--- src/rtl/sprite_renderer_if.sv ---
// Object pixel-query, sprite-ROM and frame-buffer write signals of the sprite renderer.
// The renderer is the master of all three; object modules, ROM and frame buffer sit on the slave side.
interface sprite_renderer_if #(
  parameter int ROM_AW  = 13,
  parameter int COLOR_W = 4
);
  logic [8:0]         PixelX;
  logic [8:0]         PixelY;
  logic               is_obj;
  logic [ROM_AW-1:0]  Obj_address;
  logic [ROM_AW-1:0]  rom_addr;
  logic [COLOR_W-1:0] rom_data;
  logic [16:0]        fb_addr;
  logic [COLOR_W-1:0] fb_data;
  logic               fb_we;
  logic               fb_ready;

  modport master (
    output PixelX, PixelY, rom_addr, fb_addr, fb_data, fb_we,
    input  is_obj, Obj_address, rom_data, fb_ready
  );

  modport slave (
    input  PixelX, PixelY, rom_addr, fb_addr, fb_data, fb_we,
    output is_obj, Obj_address, rom_data, fb_ready
  );
endinterface

--- src/rtl/sprite_renderer.sv ---
// Frame-scan compositor: raster-queries object modules, fetches sprite texels, resolves
// transparency and streams one palette index per pixel into the frame buffer.
module sprite_renderer #(
  parameter int H_RES       = 320,
  parameter int V_RES       = 240,
  parameter int ROM_AW      = 13,
  parameter int COLOR_W     = 4,
  parameter int TRANSPARENT = 0,
  parameter int BG_COLOR    = 1
) (
  input  logic              Clk,
  input  logic              Reset,
  input  logic              frame_clk,
  sprite_renderer_if.master bus,
  output logic              busy,
  output logic              frame_done,
  output logic              overrun
);

  localparam logic [COLOR_W-1:0] TRANSP_C = COLOR_W'(TRANSPARENT);
  localparam logic [COLOR_W-1:0] BG_C     = COLOR_W'(BG_COLOR);
  localparam logic [8:0]         X_LAST   = 9'(H_RES - 1);
  localparam logic [8:0]         Y_LAST   = 9'(V_RES - 1);
  localparam logic [16:0]        H_RES_C  = 17'(H_RES);

  typedef enum logic [1:0] {IDLE, SCAN, DRAIN} state_e;

  state_e              state_q, state_d;
  logic                fc_meta_q, fc_sync_q, fc_dly_q;
  logic                tick, adv;
  logic [8:0]          x_q, x_d, y_q, y_d;
  logic                s1_valid_q, s1_valid_d;
  logic                s1_obj_q, s1_obj_d;
  logic [ROM_AW-1:0]   s1_raddr_q, s1_raddr_d;
  logic [16:0]         s1_fbaddr_q, s1_fbaddr_d;
  logic                fb_we_q, fb_we_d;
  logic [16:0]         fb_addr_q, fb_addr_d;
  logic [COLOR_W-1:0]  fb_data_q, fb_data_d;
  logic                overrun_q, overrun_d;

  // The synchroniser keeps sampling through Reset so a frame_clk already high at release
  // is not mistaken for a fresh edge.
  always_ff @(posedge Clk) begin
    fc_meta_q <= frame_clk;
    fc_sync_q <= fc_meta_q;
    fc_dly_q  <= fc_sync_q;
  end

  assign tick = fc_sync_q & ~fc_dly_q;
  assign adv  = !(fb_we_q && !bus.fb_ready);

  always_comb begin
    // NOTE: every variable gets a default first, so no path leaves one unassigned (no latches).
    state_d     = state_q;
    x_d         = x_q;
    y_d         = y_q;
    s1_valid_d  = s1_valid_q;
    s1_obj_d    = s1_obj_q;
    s1_raddr_d  = s1_raddr_q;
    s1_fbaddr_d = s1_fbaddr_q;
    fb_we_d     = fb_we_q;
    fb_addr_d   = fb_addr_q;
    fb_data_d   = fb_data_q;
    overrun_d   = overrun_q | (tick && (state_q != IDLE));
    frame_done  = 1'b0;

    unique case (state_q)
      IDLE: begin
        if (tick) begin
          state_d = SCAN;
          x_d     = '0;
          y_d     = '0;
        end
      end
      SCAN: begin
        if (adv) begin
          if (x_q == X_LAST && y_q == Y_LAST) begin
            state_d = DRAIN;
            x_d     = '0;
            y_d     = '0;
          end else if (x_q == X_LAST) begin
            x_d = '0;
            y_d = y_q + 9'd1;
          end else begin
            x_d = x_q + 9'd1;
          end
        end
      end
      DRAIN: begin
        if (!s1_valid_q && (!fb_we_q || bus.fb_ready)) begin
          state_d    = IDLE;
          frame_done = 1'b1;
        end
      end
      default: state_d = IDLE;
    endcase

    if (adv) begin
      s1_valid_d  = (state_q == SCAN);
      s1_obj_d    = bus.is_obj;
      s1_raddr_d  = bus.Obj_address;
      // Y*H_RES+X; with H_RES=320 the constant multiply is (Y<<8)+(Y<<6)+X.
      s1_fbaddr_d = 17'(y_q) * H_RES_C + 17'(x_q);
      fb_we_d     = s1_valid_q;
      fb_addr_d   = s1_fbaddr_q;
      fb_data_d   = (s1_obj_q && bus.rom_data != TRANSP_C) ? bus.rom_data : BG_C;
    end
  end

  // NOTE: sequential state uses non-blocking assignments only, so every flop samples pre-edge values.
  always_ff @(posedge Clk) begin
    if (Reset) begin
      state_q     <= IDLE;
      x_q         <= '0;
      y_q         <= '0;
      s1_valid_q  <= 1'b0;
      s1_obj_q    <= 1'b0;
      s1_raddr_q  <= '0;
      s1_fbaddr_q <= '0;
      fb_we_q     <= 1'b0;
      fb_addr_q   <= '0;
      fb_data_q   <= '0;
      overrun_q   <= 1'b0;
    end else begin
      state_q     <= state_d;
      x_q         <= x_d;
      y_q         <= y_d;
      s1_valid_q  <= s1_valid_d;
      s1_obj_q    <= s1_obj_d;
      s1_raddr_q  <= s1_raddr_d;
      s1_fbaddr_q <= s1_fbaddr_d;
      fb_we_q     <= fb_we_d;
      fb_addr_q   <= fb_addr_d;
      fb_data_q   <= fb_data_d;
      overrun_q   <= overrun_d;
    end
  end

  // During a stall the ROM re-reads the stage-1 address so rom_data keeps matching stage 1.
  assign bus.rom_addr = adv ? bus.Obj_address : s1_raddr_q;
  assign bus.PixelX   = x_q;
  assign bus.PixelY   = y_q;
  assign bus.fb_we    = fb_we_q;
  assign bus.fb_addr  = fb_addr_q;
  assign bus.fb_data  = fb_data_q;
  assign busy         = (state_q != IDLE);
  assign overrun      = overrun_q;

endmodule

--- src/flat_wrapper.sv ---
// flat-port wrapper written by rule: the top's interface ports become plain ports
module sprite_renderer_flat 
#(
  parameter int H_RES       = 320,
  parameter int V_RES       = 240,
  parameter int ROM_AW      = 13,
  parameter int COLOR_W     = 4,
  parameter int TRANSPARENT = 0,
  parameter int BG_COLOR    = 1
)
  (Clk, Reset, frame_clk, busy, frame_done, overrun, bus_PixelX, bus_PixelY, bus_rom_addr, bus_fb_addr, bus_fb_data, bus_fb_we, bus_is_obj, bus_Obj_address, bus_rom_data, bus_fb_ready);
  sprite_renderer_if #(.ROM_AW(ROM_AW), .COLOR_W(COLOR_W)) bus_i ();
  input  logic Clk;
  input  logic Reset;
  input  logic frame_clk;
  output logic busy;
  output logic frame_done;
  output logic overrun;
  output wire logic [$bits(bus_i.PixelX)-1:0] bus_PixelX;
  output wire logic [$bits(bus_i.PixelY)-1:0] bus_PixelY;
  output wire logic [$bits(bus_i.rom_addr)-1:0] bus_rom_addr;
  output wire logic [$bits(bus_i.fb_addr)-1:0] bus_fb_addr;
  output wire logic [$bits(bus_i.fb_data)-1:0] bus_fb_data;
  output wire logic [$bits(bus_i.fb_we)-1:0] bus_fb_we;
  input wire logic [$bits(bus_i.is_obj)-1:0] bus_is_obj;
  input wire logic [$bits(bus_i.Obj_address)-1:0] bus_Obj_address;
  input wire logic [$bits(bus_i.rom_data)-1:0] bus_rom_data;
  input wire logic [$bits(bus_i.fb_ready)-1:0] bus_fb_ready;
  assign bus_PixelX = bus_i.PixelX;
  assign bus_PixelY = bus_i.PixelY;
  assign bus_rom_addr = bus_i.rom_addr;
  assign bus_fb_addr = bus_i.fb_addr;
  assign bus_fb_data = bus_i.fb_data;
  assign bus_fb_we = bus_i.fb_we;
  assign bus_i.is_obj = bus_is_obj;
  assign bus_i.Obj_address = bus_Obj_address;
  assign bus_i.rom_data = bus_rom_data;
  assign bus_i.fb_ready = bus_fb_ready;
  sprite_renderer #(.H_RES(H_RES), .V_RES(V_RES), .ROM_AW(ROM_AW), .COLOR_W(COLOR_W), .TRANSPARENT(TRANSPARENT), .BG_COLOR(BG_COLOR)) u_core (.Clk(Clk), .Reset(Reset), .frame_clk(frame_clk), .bus(bus_i), .busy(busy), .frame_done(frame_done), .overrun(overrun));
endmodule
--- config.mk ---
export PLATFORM = sky130hd
export DESIGN_NAME = sprite_renderer_flat
export DESIGN_NICKNAME = d
export VERILOG_FILES = /design/src/rtl/sprite_renderer_if.sv /design/src/rtl/sprite_renderer.sv /design/src/flat_wrapper.sv
export SDC_FILE = /design/constraint.sdc
export NUM_CORES = 1
export LEC_CHECK = 0
export CAP_MARGIN = 25
export CORE_MARGIN = 4
export CORE_UTILIZATION = 57
export CTS_BUF_LIST = sky130_fd_sc_hd__clkbuf_8
export DETAILED_ROUTE_END_ITERATION = 10
export HOLD_SLACK_MARGIN = 0.08
export PLACE_DENSITY = 0.88
export SLEW_MARGIN = 20
export SYNTH_ARGS = -nofsm -noshare
export SYNTH_HDL_FRONTEND = slang
export SYNTH_SLANG_ARGS = --single-unit
--- constraint.sdc ---
create_clock -name Clk -period 4 [get_ports Clk]
set_input_delay 0.8 -clock Clk [delete_from_list [all_inputs] [get_ports Clk]]
set_output_delay 0.8 -clock Clk [all_outputs]
set_load 0.005 [all_outputs]
After elaboration in Yosys (flattened, before gate mapping)
Index checks and enable logic that the tools add are counted.
{"block": "classes", "add_sub_neg": 3, "n_mul": 1, "n_eq_ne": 9, "mux": 18, "bitwise": 3, "n_reduce_logical": 16}
{"op": "$mux 9", "n": 7}
{"op": "$pmux 9 s2", "n": 2}
{"op": "$add 9x1->9 const B", "n": 2}
{"op": "$add 17x9->17", "n": 1}
{"op": "$mux 13", "n": 1}
{"op": "$mul 9x3->11 const B", "n": 1}
{"op": "$eq 9x8->1 const B", "n": 1}
{"op": "$eq 9x9->1 const B", "n": 1}
{"op": "$mux 2", "n": 4}
{"op": "$reduce_and 4->1", "n": 2}
{"op": "$ne 2x1->1 const B", "n": 3}
{"op": "$pmux 2 s3", "n": 1}
{"op": "$logic_and 1x1->1", "n": 5}
{"op": "$mux 4", "n": 1}
{"op": "$reduce_bool 2->1", "n": 2}
{"op": "$reduce_bool 4->1", "n": 1}
{"op": "$logic_not 1->1", "n": 3}
{"op": "$ne 3x1->1 const B", "n": 1}
{"op": "$reduce_and 3->1", "n": 1}
{"op": "$eq 2x1->1 const B", "n": 1}
{"op": "$eq 2x2->1 const B", "n": 1}
{"op": "$logic_not 2->1", "n": 1}
{"op": "$mux 1", "n": 2}
{"op": "$ne 2x2->1 const B", "n": 1}
{"op": "4 further kinds", "n": 4}
{"block": "word_totals", "ff_bits": 78, "inputBits": 22, "out_inout_bits": 56, "elab_cells": 64}

Longest topological paths before layout
Gate-level depths: netlist of run 1.
{"block": "logic_depth", "depth_word": 5, "ltp_mapped": 9, "ltp_nobuf": 9}

Worst setup path before layout of run 1
No wires, ideal clock.
{"block": "synth_timing", "path_type": "reg2reg", "start": "reg u_core.y_q[3] (netlist: u_core.bus.PixelY[3])", "end": "reg u_core.s1_fbaddr_q[16]", "setup_ps": 87, "arrival_ps": 2614, "required_ps": 3913, "setup_slack_ps": 1298, "path_stages_with_launch": 10, "n_path_buf": 0, "period_less_slack_ps": 2702, "path_cell_list": "dfxtp_1 -> ha_1 -> ha_1 -> fa_1 -> a211oi_1 -> nor2_1 -> o311ai_0 -> nand3_1 -> xnor2_1 -> o31ai_1"}
{"block": "synth_via", "elab_chain_cells": 2}
{"item": "from (decl)", "line": "sprite_renderer.sv:31", "source": "logic [8:0] x_q, x_d, y_q, y_d;"}
{"item": "from (signal assigned)", "line": "sprite_renderer.sv:127", "source": "y_q <= y_d;"}
{"item": "$mul 9x3->11", "line": "sprite_renderer.sv:103", "source": "s1_fbaddr_d = 17'(y_q) * H_RES_C + 17'(x_q);"}
{"item": "$add 17x9->17", "line": "sprite_renderer.sv:103"}
{"item": "to (signal assigned)", "line": "sprite_renderer.sv:131", "source": "s1_fbaddr_q <= s1_fbaddr_d;"}
{"item": "to (decl)", "line": "sprite_renderer.sv:35", "source": "logic [16:0] s1_fbaddr_q, s1_fbaddr_d;"}
No other way between the ends.
A chain may end at the register's enable or synchronous reset.

Worst setup path after layout of run 1
{"block": "layout_timing", "start": "in bus_fb_ready", "end": "out bus_rom_addr[9]"}
{"block": "layout_via", "elab_chain_cells": 3}
{"item": "from (decl)", "line": "flat_wrapper.sv:28", "source": "input wire logic [$bits(bus_i.fb_ready)-1:0] bus_fb_ready;"}
{"item": "$logic_not 1->1", "line": "sprite_renderer.sv:50", "source": "assign adv = !(fb_we_q && !bus.fb_ready);"}
{"item": "$logic_and 1x1->1", "line": "sprite_renderer.sv:50"}
{"item": "$mux 13"}
{"item": "to (decl)", "line": "flat_wrapper.sv:21", "source": "output wire logic [$bits(bus_i.rom_addr)-1:0] bus_rom_addr;"}
No other way between the ends.

==> run summary, run 1 <==
The quantity of gates resized following cts was 0. The tightest min-delay check is of the reg2reg type. The pin slew with the least headroom to its limit was 0.868 ns; the count of unresolved DRC violations after routing was 0. The tools report the placed instance count as 587. For this run, the number of Yosys warnings is 0. The die is 88.3 um tall. The logs give 2 for the worst-case clock buffer depth and 0.425 for the fraction of the yosys area taken by sequential cells. The first global-routing pass estimated 14400 um of wire. Clock-pin slew was measured on the worst setup and hold paths at 0.08 ns. The max-capacitance violation count is 0, and the area added between synthesis and finish is 27.8%.

Wires add up to 8580 um. In this run, post-CTS hold repair placed 0 buffers. In this run the post-CTS setup repair buffer count came out at 0. The number of nets at the end of the flow was 566; the adder-cell share of the synthesized area was 0.0757. The clock insertion delay at the later pin of the skew report is 0.35 ns. The number of distinct standard cells referenced by the synthesized netlist was 48; the number of clock buffers inserted by TritonCTS was 9. The proportion of synthesized area in mux cells is 0.00273, and the area share of xor/xnor cells in the synthesized design is 0.0382.

The analysis attributes to cell leakage a power of 1.80 nW. The run finished with clean final reports. The compound-cell area share of the yosys netlist works out to 0.163.

The tools report the aggregate global routing overflow as 0. The required time at the endpoint of the critical path is 3.20 ns, and the initial DRC count is 200. In this run the remaining antenna-violating nets after routing total 0.

The average detailed-routed wire length per instance works out to 14.2 um. The via count of the first global-routing pass is 3294. Cell at the root of the clock tree: clkbuf_8. The final route contains 3438 vias. The number of antenna diodes in the final layout is 0. Share of the cycle needed by the critical path after routing: 0.854. The number of hold violations in the final report came out at 0. The layout cell share with drive strength beyond 1 is 0.0587. The initial antenna violation count is 0, and the routability congestion estimate is 0.828. Detailed placement ended at an HPWL of 6010 um. Initial core utilization: 0.602.

The tools report the count of standard-cell rows as 28. The share of async-settable or async-resettable flops after synthesis works out to 0. Power spread over the standard cell area amounts to 336 mW/mm^2. Fraction of the mapped netlist area in simple logic gates: 0.264. The type of destination of the critical path was an output pin.

The final setup violation count was 0; the post-detailed-route via-to-cell ratio was 5.70. STA puts the critical path data arrival time at 2.62 ns. 78 I/O pins were placed. The run gives 0 as the number of max-slew violations in the final report. After synthesis, the largest family of logic cells by area is simple AND/OR/NAND/NOR gates. Among all flip-flop cells after synthesis, the most frequent one is dfxtp_1. The synthesized design contains 0 enable-type register cells. The CTS H-tree depth was 3; the worst slack on hold paths was 0.348 ns.

The total global routing track utilization was 0.234; the detailed-router iteration count before antenna repair was 4. For the sum of negative setup slack, the log shows 0 ns. In the layout the commonest cells are nand2_1, dfxtp_1, clkdlybuf4s50_1, a21oi_1, nor2_1. For the placeable core area, the log shows 0.00610 sq mm. TritonCTS built the clock tree. Input and output buffers added on the ports amount to 77.

The tools report the total nets after synthesis as 498. The relative max-transition margin came out at 0.421. The worst path in the final design needs a cycle of 3.42 ns, including I/O delays and setup. Summing every instance area after synthesis gives 0.00367 sq mm. The library cell used most frequently in the layout, excluding fill and tap cells, is nand2_1. In this run the horizontal extent of the chip is 88.3 um. Once layout is complete, the cells apart from fillers number 603. Setup repair after global routing left no endpoint under its margin. STA classifies the critical path startpoint as a primary input. The tools report the filler cell count as 434. The synthesized design contains 78 register bits.

Achievable clock frequency: 0.293 GHz. Counting every sink on the clock net gives 78. Maximum vdd ir drop: 0.258 mV. The largest fanout on the critical path was 33.

In the synthesized netlist, the number of instances is 455. The die area was 0.00779 sq mm; the final clock skew was 0.0112 ns. Each instance of the synthesized netlist takes up on average 8.07 sq um. For the maximum number of pins on one net before global-route repair, the log shows 50. Type of the worst setup path: in2out.
## power breakdown
group	internal, W	total [W]	switching (W)
clock	0.000348	0.000635	0.000287
sequential	0.000795	0.000809	0.0000141
combinational	0.0000674	0.000131	0.0000635
total	0.00121	0.00157	0.000364
## routing by layer
layer / vias up / track usage / routed length [um]
met5: - / 0 / 0
met4: 0 / 0.128 / 209
met3: 16 / 0.0456 / 473
met2: 96 / 0.387 / 4220
met1: 1603 / 0.286 / 3680
li1: 1723 / - / -
## final timing paths
path | startpoint | endpoint | slack [ns] | cells after the start
min reg2reg | u_core.fc_meta_q$_DFF_P_ | u_core.fc_sync_q$_DFF_P_ | 0.35 | 0
max reg2reg | u_core.bus.PixelY[1]$_SDFFE_PP0P_ | u_core.s1_fbaddr_q[16]$_SDFFE_PP0N_ | 0.93 | 9
min | u_core.fc_meta_q$_DFF_P_ | u_core.fc_sync_q$_DFF_P_ | 0.35 | 0
max | bus_fb_ready | bus_rom_addr[9] | 0.58 | 5
## through the flow
stage | total power (W) | util | area [sq um] | worst slack (ns)
global placement | 0.000952 | 0.734 | 4480 | 0.629
detailed placement | 0.000957 | 0.734 | 4480 | 0.587
global route | 0.00163 | 0.769 | 4690 | 0.413
CTS | 0.00158 | 0.769 | 4690 | 0.582
floorplan | 0.000889 | - | 3670 | 1.30
finish | 0.00157 | 0.769 | 4690 | 0.584
## cell usage after synthesis (all sizes together), types with 5 or more instances
cell	instances	area share
nor2b	6	0.010
o21ai	10	0.014
nor3	14	0.019
xnor2	8	0.019
clkbuf	20	0.020
a21oi	63	0.086
nand2	107	0.11
a211oi	10	0.022
ha	19	0.065
dfxtp	78	0.43
nor2	31	0.032
xor2	8	0.019
nand4	5	0.0085
inv	5	0.0051
nand3	11	0.016
nand2b	5	0.0085
## kinds of logic after synthesis
kind of cell	after synthesis
buffers and inverters	29
muxes	1
and+or+nand+nor	209
AOI/OAI and AO/OA	101
xor gates and xnor gates	16
DFF	78
adders and majority gates	21
## layout make-up
cell class / count / area, sq um / area share
clock buffers: 9 / 124 / 0.0264
flip-flops and latches: 78 / 1560 / 0.333
clock inverters: 7 / 90.1 / 0.0192
inverters: 5 / 18.8 / 0.00400
repair buffers: 81 / 796 / 0.170
well taps: 75 / 93.8 / 0.0200
multi-input cells: 348 / 2010 / 0.428
## critical path, cell delays in order
cell             delay [ns]
clkdlybuf4s50_1        0.45
nor2b_4                0.59
nand2_1                0.17
nand2_1                0.10
clkdlybuf4s50_1        0.50
## registers in the layout (all words and copies together), names as in the netlist
name                count
u_core.s1_obj_q         1
u_core.bus.fb_addr     17
u_core.s1_fbaddr_q     17
u_core.fc_dly_q         1
u_core.state_q          2
u_core.overrun          1
u_core.bus.fb_data      4
u_core.bus.PixelX       9
u_core.fc_sync_q        1
u_core.bus.fb_we        1
u_core.s1_raddr_q      13
u_core.fc_meta_q        1
u_core.s1_valid_q       1
u_core.bus.PixelY       9
No activity file was read; power rests on OpenSTA's default activity.
==> run 2: changes to the inputs <==
--- a/config.mk
+++ b/config.mk
@@ -5,11 +5,12 @@
 export SDC_FILE = /design/constraint.sdc
 export NUM_CORES = 1
 export LEC_CHECK = 0
-export CAP_MARGIN = 25
+export CAP_MARGIN = 20
 export CORE_MARGIN = 4
 export CORE_UTILIZATION = 57
 export CTS_BUF_LIST = sky130_fd_sc_hd__clkbuf_8
 export DETAILED_ROUTE_END_ITERATION = 10
+export GPL_TIMING_DRIVEN = 1
 export HOLD_SLACK_MARGIN = 0.08
 export PLACE_DENSITY = 0.88
 export SLEW_MARGIN = 20
==> results of run 2 <==
Same layout as run 1: the final DEF is identical, and so are final timing and power.
